[src/rtl/ultrasonic_ranger.sv]
// HC-SR04 front end: trigger generation, echo timing and truncating cm conversion.
// Optional ULTRASONIC_MEDIAN3_EN: dist_cm becomes the median of the last three samples.
module ultrasonic_ranger #(
  parameter int CLK_FREQ_HZ = 50000000,
  parameter int TRIG_US     = 10,
  parameter int PERIOD_MS   = 60,
  parameter int TIMEOUT_US  = 25000,
  parameter int US_PER_CM   = 58,
  parameter int MAX_CM      = 400,
  parameter int DIST_W      = 9
) (
  input  logic              sys_clk,
  input  logic              sys_rst_n,
  input  logic              echo,
  output logic              trig,
  output logic [DIST_W-1:0] dist_cm,
  output logic              dist_valid,
  output logic              timeout,
  output logic [2:0]        o_dbg_state
);

  localparam int DIV       = CLK_FREQ_HZ / 1000000;
  localparam int PERIOD_US = PERIOD_MS * 1000;
  localparam int US_MAX    = (TIMEOUT_US > TRIG_US) ? TIMEOUT_US : TRIG_US;
  localparam int PRE_W     = (DIV > 1) ? $clog2(DIV) : 1;
  localparam int PER_W     = $clog2(PERIOD_US);
  localparam int US_W      = $clog2(US_MAX + 1);
  localparam int SUB_W     = (US_PER_CM > 1) ? $clog2(US_PER_CM) : 1;

  localparam logic [PRE_W-1:0]  PRE_LAST  = PRE_W'(DIV - 1);
  localparam logic [PER_W-1:0]  PER_LAST  = PER_W'(PERIOD_US - 1);
  localparam logic [US_W-1:0]   TRIG_LAST = US_W'(TRIG_US - 1);
  localparam logic [US_W-1:0]   TO_LIMIT  = US_W'(TIMEOUT_US);
  localparam logic [SUB_W-1:0]  SUB_LAST  = SUB_W'(US_PER_CM - 1);
  localparam logic [DIST_W-1:0] MAX_D     = DIST_W'(MAX_CM);

  typedef enum logic [2:0] {
    S_IDLE      = 3'd0,
    S_TRIG      = 3'd1,
    S_WAIT_RISE = 3'd2,
    S_MEASURE   = 3'd3,
    S_DONE_OK   = 3'd4,
    S_DONE_TO   = 3'd5,
    S_HOLDOFF   = 3'd6
  } state_t;

  state_t              r_state, w_next;
  logic                r_echo_s1, r_echo_s2, r_echo_d;
  logic                w_rise, w_fall, w_us_tick, w_cnt_run, w_trig_start;
  logic [PRE_W-1:0]    r_pre_cnt;
  logic [PER_W-1:0]    r_per_cnt;
  logic [US_W-1:0]     r_us_cnt;
  logic [SUB_W-1:0]    r_sub_cnt;
  logic [DIST_W-1:0]   r_cm_cnt;
  logic                r_trig, r_timeout, r_valid;
  logic [DIST_W-1:0]   r_dist;
  logic                w_commit;
  logic [DIST_W-1:0]   w_sample;

  assign w_rise       = r_echo_s2 & ~r_echo_d;
  assign w_fall       = ~r_echo_s2 & r_echo_d;
  assign w_us_tick    = (r_pre_cnt == PRE_LAST);
  assign w_cnt_run    = (r_state == S_TRIG) || (r_state == S_WAIT_RISE) || (r_state == S_MEASURE);
  assign w_trig_start = (w_next == S_TRIG) && (r_state != S_TRIG);
  assign w_commit     = (r_state == S_DONE_OK) || (r_state == S_DONE_TO);
  assign w_sample     = (r_state == S_DONE_OK) ? r_cm_cnt : MAX_D;

  always_comb begin
    w_next = r_state;
    case (r_state)
      S_IDLE:      if (w_us_tick) w_next = S_TRIG;
      S_TRIG:      if (w_us_tick && (r_us_cnt == TRIG_LAST)) w_next = S_WAIT_RISE;
      S_WAIT_RISE: begin
        if (w_rise)                     w_next = S_MEASURE;
        else if (r_us_cnt == TO_LIMIT)  w_next = S_DONE_TO;
      end
      // A fall coinciding with the limit still yields a valid distance.
      S_MEASURE: begin
        if (w_fall)                     w_next = S_DONE_OK;
        else if (r_us_cnt == TO_LIMIT)  w_next = S_DONE_TO;
      end
      S_DONE_OK:   w_next = S_HOLDOFF;
      S_DONE_TO:   w_next = S_HOLDOFF;
      S_HOLDOFF:   if (w_us_tick && (r_per_cnt == PER_LAST)) w_next = S_TRIG;
      default:     w_next = S_IDLE;
    endcase
  end

  always_ff @(posedge sys_clk or negedge sys_rst_n) begin
    if (!sys_rst_n) begin
      r_state   <= S_IDLE;
      r_echo_s1 <= 1'b0;
      r_echo_s2 <= 1'b0;
      r_echo_d  <= 1'b0;
      r_pre_cnt <= '0;
      r_per_cnt <= '0;
      r_us_cnt  <= '0;
      r_sub_cnt <= '0;
      r_cm_cnt  <= '0;
      r_trig    <= 1'b0;
      r_timeout <= 1'b0;
    end else begin
      r_state   <= w_next;
      r_echo_s1 <= echo;
      r_echo_s2 <= r_echo_s1;
      r_echo_d  <= r_echo_s2;
      r_pre_cnt <= w_us_tick ? '0 : r_pre_cnt + 1'b1;
      r_trig    <= (w_next == S_TRIG);

      if (w_trig_start)
        r_per_cnt <= '0;
      else if (w_us_tick)
        r_per_cnt <= (r_per_cnt == PER_LAST) ? '0 : r_per_cnt + 1'b1;

      if (w_next != r_state)
        r_us_cnt <= '0;
      else if (w_us_tick && w_cnt_run)
        r_us_cnt <= r_us_cnt + 1'b1;

      // Ticks are counted through the fall-detect cycle so a width of N us counts exactly N.
      if ((r_state == S_WAIT_RISE) && w_rise) begin
        r_sub_cnt <= '0;
        r_cm_cnt  <= '0;
      end else if ((r_state == S_MEASURE) && w_us_tick) begin
        if (r_sub_cnt == SUB_LAST) begin
          r_sub_cnt <= '0;
          if (r_cm_cnt != MAX_D) r_cm_cnt <= r_cm_cnt + 1'b1;
        end else begin
          r_sub_cnt <= r_sub_cnt + 1'b1;
        end
      end

      if (w_commit) r_timeout <= (r_state == S_DONE_TO);
    end
  end

`ifdef ULTRASONIC_MEDIAN3_EN
  logic [DIST_W-1:0] r_h0, r_h1, r_h2;
  logic              r_stage_v;

  function automatic logic [DIST_W-1:0] f_median(input logic [DIST_W-1:0] a,
                                                  input logic [DIST_W-1:0] b,
                                                  input logic [DIST_W-1:0] c);
    logic [DIST_W-1:0] lo, hi;
    lo = (a < b) ? a : b;
    hi = (a < b) ? b : a;
    return (c < lo) ? lo : ((c > hi) ? hi : c);
  endfunction

  always_ff @(posedge sys_clk or negedge sys_rst_n) begin
    if (!sys_rst_n) begin
      r_h0      <= MAX_D;
      r_h1      <= MAX_D;
      r_h2      <= MAX_D;
      r_stage_v <= 1'b0;
      r_dist    <= MAX_D;
      r_valid   <= 1'b0;
    end else begin
      r_stage_v <= w_commit;
      r_valid   <= r_stage_v;
      if (w_commit) begin
        r_h0 <= w_sample;
        r_h1 <= r_h0;
        r_h2 <= r_h1;
      end
      if (r_stage_v) r_dist <= f_median(r_h0, r_h1, r_h2);
    end
  end
`else
  always_ff @(posedge sys_clk or negedge sys_rst_n) begin
    if (!sys_rst_n) begin
      r_dist  <= MAX_D;
      r_valid <= 1'b0;
    end else begin
      r_valid <= w_commit;
      if (w_commit) r_dist <= w_sample;
    end
  end
`endif

  assign trig        = r_trig;
  assign dist_cm     = r_dist;
  assign dist_valid  = r_valid;
  assign timeout     = r_timeout;
  assign o_dbg_state = r_state;

endmodule
[config.mk]
export PLATFORM = sky130hd
export DESIGN_NAME = ultrasonic_ranger
export DESIGN_NICKNAME = d
export VERILOG_FILES = /design/src/rtl/ultrasonic_ranger.sv
export SDC_FILE = /design/constraint.sdc
export NUM_CORES = 1
export LEC_CHECK = 0
export BUFFER_PORTS_ARGS = -buffer_cell sky130_fd_sc_hd__buf_4
export CAP_MARGIN = 5
export CORE_MARGIN = 1
export CORE_UTILIZATION = 30
export CTS_CLUSTER_DIAMETER = 80
export DETAILED_ROUTE_END_ITERATION = 16
export HOLD_SLACK_MARGIN = 0.06
export PLACE_DENSITY = 0.42
export SYNTH_ARGS = -nofsm -noshare
export SYNTH_HDL_FRONTEND = slang
export SYNTH_SLANG_ARGS = --single-unit
[constraint.sdc]
create_clock -name sys_clk -period 3 [get_ports sys_clk]
set_input_delay 0.9 -clock sys_clk [delete_from_list [all_inputs] [get_ports sys_clk]]
set_output_delay 0.9 -clock sys_clk [all_outputs]
set_load 0.02 [all_outputs]
==> flow_summary.json <==
{
  "power.leakage_nw": 1.73,
  "insertion_delay_ns": 0.34,
  "ys_types": 60,
  "drc": 0,
  "syn_nets": 411,
  "stdcell_count": 589,
  "period_share": 0.830,
  "power_frac_seq": 0.482,
  "min_period_ns": 2.49,
  "hold_end": "r_echo_s2$_DFF_PN0_",
  "cts_tree": "built",
  "setup_viol": 0,
  "crit_type": "register to register",
  "max_freq_mhz": 402,
  "ys.warnings.count": 0,
  "core_area_mm2": 0.0122,
  "synth_top_family_by_area": "simple AND/OR/NAND/NOR gates",
  "clkTransAtPathRegs_ns": 0.06,
  "combinationalPowerShare": 0.013,
  "grt.total_usage": 0.151,
  "ant_nets": 0,
  "final_cell_area_mm2": 0.00435,
  "h-tree-depth": 3,
  "dpl.cell_count": 573,
  "final_max_slew_viol_count": 0,
  "most-common-layout-cells": "dfrtp_1, nor2_1, nand2_1",
  "layout-drive-gt1-share": 0.135,
  "endpoint_kind": "register",
  "synth_top_cell_area_share": 0.443,
  "num_rows": 40,
  "worstSetupStartpointType": "register",
  "relSlewSlack": 0.592,
  "synth_fa_ha_area_frac": 0.0331,
  "cts_hold_buf": 0,
  "dpl_cell_area_mm2": 0.00408,
  "ys_seq_area_frac": 0.464,
  "synth.largest_area_cell": "dfrtp_1",
  "hold_depth": 0,
  "initial_utilization": 0.311,
  "cp.arrival_ns": 2.69,
  "numPortBuffers": 17,
  "grt_overflow": 0,
  "final.setup_skew_ns": 0.00542,
  "dp.final_hpwl_um": 5850,
  "p_sw_frac": 0.209,
  "regArea_mm2": 0.00176,
  "gp_congestion": 0.871,
  "netlist_area_mm2": 0.00378,
  "synth_ff_type": "dfrtp_1",
  "nFillCells": 1260,
  "post_drt_via_cell_ratio": 4.84,
  "final_common_cell": "dfrtp_1",
  "nNetsFinal": 429,
  "wirelength_um": 8590,
  "syn_inst": 398,
  "grt_pass1_wl_um": 14900,
  "required_ns": 3.20,
  "rsz0062_at_grt": "false",
  "maxCapViolations": 0,
  "cts_buffers": 9,
  "synth-compound-area-share": 0.109,
  "area_growth_pct": 15.1,
  "clkPwrFrac": 0.505,
  "async_flop_share": 1.00,
  "die_area_mm2": 0.0131,
  "power_density_mw_per_mm2": 452,
  "synth-simple-area-share": 0.274,
  "rr_worst_depth": 8,
  "synth_edf_count": 0,
  "clockBufferDepth": 2,
  "num_antenna_cells": 0,
  "postCtsSetupBuffers": 0,
  "grt_max_degree": 43,
  "irDropWorstVdd_mv": 0.217,
  "hp-class": "register to register",
  "synth_xor_area_frac": 0.0741,
  "setup_tns_ns": 0,
  "multi_input_area_mm2": 0.00188,
  "die_y_um": 114,
  "p_sw_mw": 0.411,
  "wire_per_inst_um": 14.6,
  "syn_area_per_cell_um2": 9.50,
  "status": "finished, final reports clean",
  "r2r-end": "r_per_cnt[4]$_DFFE_PN0P_",
  "internal_power_mw": 1.56,
  "dieWidth_um": 114,
  "cts-root-buf": "clkbuf_16",
  "cts_num_sinks": 70,
  "grt_pass1_vias": 2851,
  "first_pass_iters": 4,
  "vias": 2850,
  "muxShareOfSynthArea": 0.00529,
  "worstMarginPinSlew_ns": 0.610,
  "ctsResizeCount": 0,
  "hold_viol_final": 0,
  "grt_antenna_before_repair": 0,
  "io_pins": 18,
  "critPathMaxFanout": 16,
  "synth-seq-cells": 70,
  "drtIter0Drc": 180,
  "worstHoldStart": "r_echo_s1$_DFF_PN0_",
  "timing.rr.start": "r_pre_cnt[1]$_DFF_PN0_",
  "rrSetupSlack_ns": 0.51,
  "ys_top_cells_by_area": "dfrtp_1, nor2_1, xnor2_1"
}
-- synth_stat cells, types with 2 or more instances --
cell type and instances:
a211oi_1 4, a21oi_1 15, a22oi_1 2, a311oi_1 2
and3_1 6, and4_1 2, buf_2 3, buf_4 2
buf_6 3, clkbuf_1 10, dfrtp_1 67, dfstp_2 3
ha_1 10, inv_1 12, mux2i_1 2, nand2_1 40
nand2b_1 5, nand3_1 18, nand4_1 10, nand4_2 2
nand4b_1 2, nor2_1 61, nor2b_1 2, nor3_1 11
nor3_2 2, nor4_1 2, nor4_4 3, nor4b_1 3
nor4bb_1 2, o211ai_1 3, o21ai_0 20, o21ai_1 2
o31ai_1 3, or3_1 8, xnor2_1 18, xor2_1 14
-- cells by family (layout without fill, tap and decap cells) --
family | after synthesis | after routing
AO/OA/AOI/OAI | 63 | 63
flip-flops | 70 | 70
buffers and inverters | 31 | 54
AND/OR/NAND/NOR | 190 | 190
multiplexers | 2 | 2
XOR/XNOR | 32 | 32
adder cells (fa/ha/maj) | 10 | 10
-- worst max-delay path, cell delays in order, from the launching register on --
cell and delay, ns:
dfrtp_1 0.40, inv_1 0.07, ha_1 0.18, nand3b_4 0.12, or2_1 0.30, nor4_4 0.51, o211ai_1 0.20, a21boi_4 0.45
nor2_1 0.11
-- final cells by class --
cell class	count	share of cell area
multi-input combinational	297	0.431
sequential	70	0.403
clock buffer	15	0.0615
tap	168	0.0483
timing repair buffer	26	0.0448
inverter	12	0.0103
clock inverter	1	0.00115
-- power by group through the flow --
| stage | registers [mW] | logic [mW] | clock network, mW |
|---|---|---|---|
| after detailed placement | 0.965 | 0.0281 | 0 |
| final | 0.948 | 0.0252 | 0.994 |
| after floorplan | 0.965 | 0.00121 | 0 |
| after global placement | 0.965 | 0.0275 | 0 |
| after global routing | 0.948 | 0.0307 | 1.08 |
| after CTS | 0.948 | 0.0280 | 1.04 |
-- registers in the layout (all words and copies together), names as in the netlist --
register / flops
r_echo_s1: 1
r_sub_cnt: 6
r_per_cnt: 16
r_us_cnt: 15
dist_cm: 9
trig: 1
r_echo_s2: 1
r_cm_cnt: 9
dist_valid: 1
r_echo_d: 1
o_dbg_state: 3
timeout: 1
r_pre_cnt: 6
-- how the worst max path moves through the flow --
stage	startpoint	to	slack [ns]	depth (start not counted)
5_1_grt	r_pre_cnt[0]$_DFF_PN0_	r_per_cnt[0]$_DFFE_PN0P_	0.32	7
4_1_cts	r_pre_cnt[1]$_DFF_PN0_	r_per_cnt[0]$_DFFE_PN0P_	0.44	8
2_1_floorplan	r_pre_cnt[1]$_DFF_PN0_	r_us_cnt[0]$_DFFE_PN0P_	0.89	11
6_report	r_pre_cnt[1]$_DFF_PN0_	r_per_cnt[4]$_DFFE_PN0P_	0.51	8
3_3_place_gp	r_pre_cnt[1]$_DFF_PN0_	r_per_cnt[13]$_DFFE_PN0P_	0.51	8
3_5_place_dp	r_pre_cnt[1]$_DFF_PN0_	r_per_cnt[0]$_DFFE_PN0P_	0.48	8
-- per-stage QoR --
stage                util  setup slack, ns  hold slack (ns)  power (mW)
floorplan               -            0.890            0.331       0.966
global placement    0.336            0.508            0.336       0.992
detailed placement  0.336            0.480            0.337       0.993
CTS                 0.358            0.441            0.350        2.02
global route        0.358            0.315            0.360        2.05
finish              0.358            0.511            0.347        1.97
-- layer usage --
layer  global-route usage  share of wire  vias up
li1                     -              -     1422
met1                0.199           0.49     1377
met2                0.228           0.45       38
met3               0.0455          0.039       13
met4               0.0649          0.019        0
met5                    0              0        -
Power figures use the tool's default switching activity.
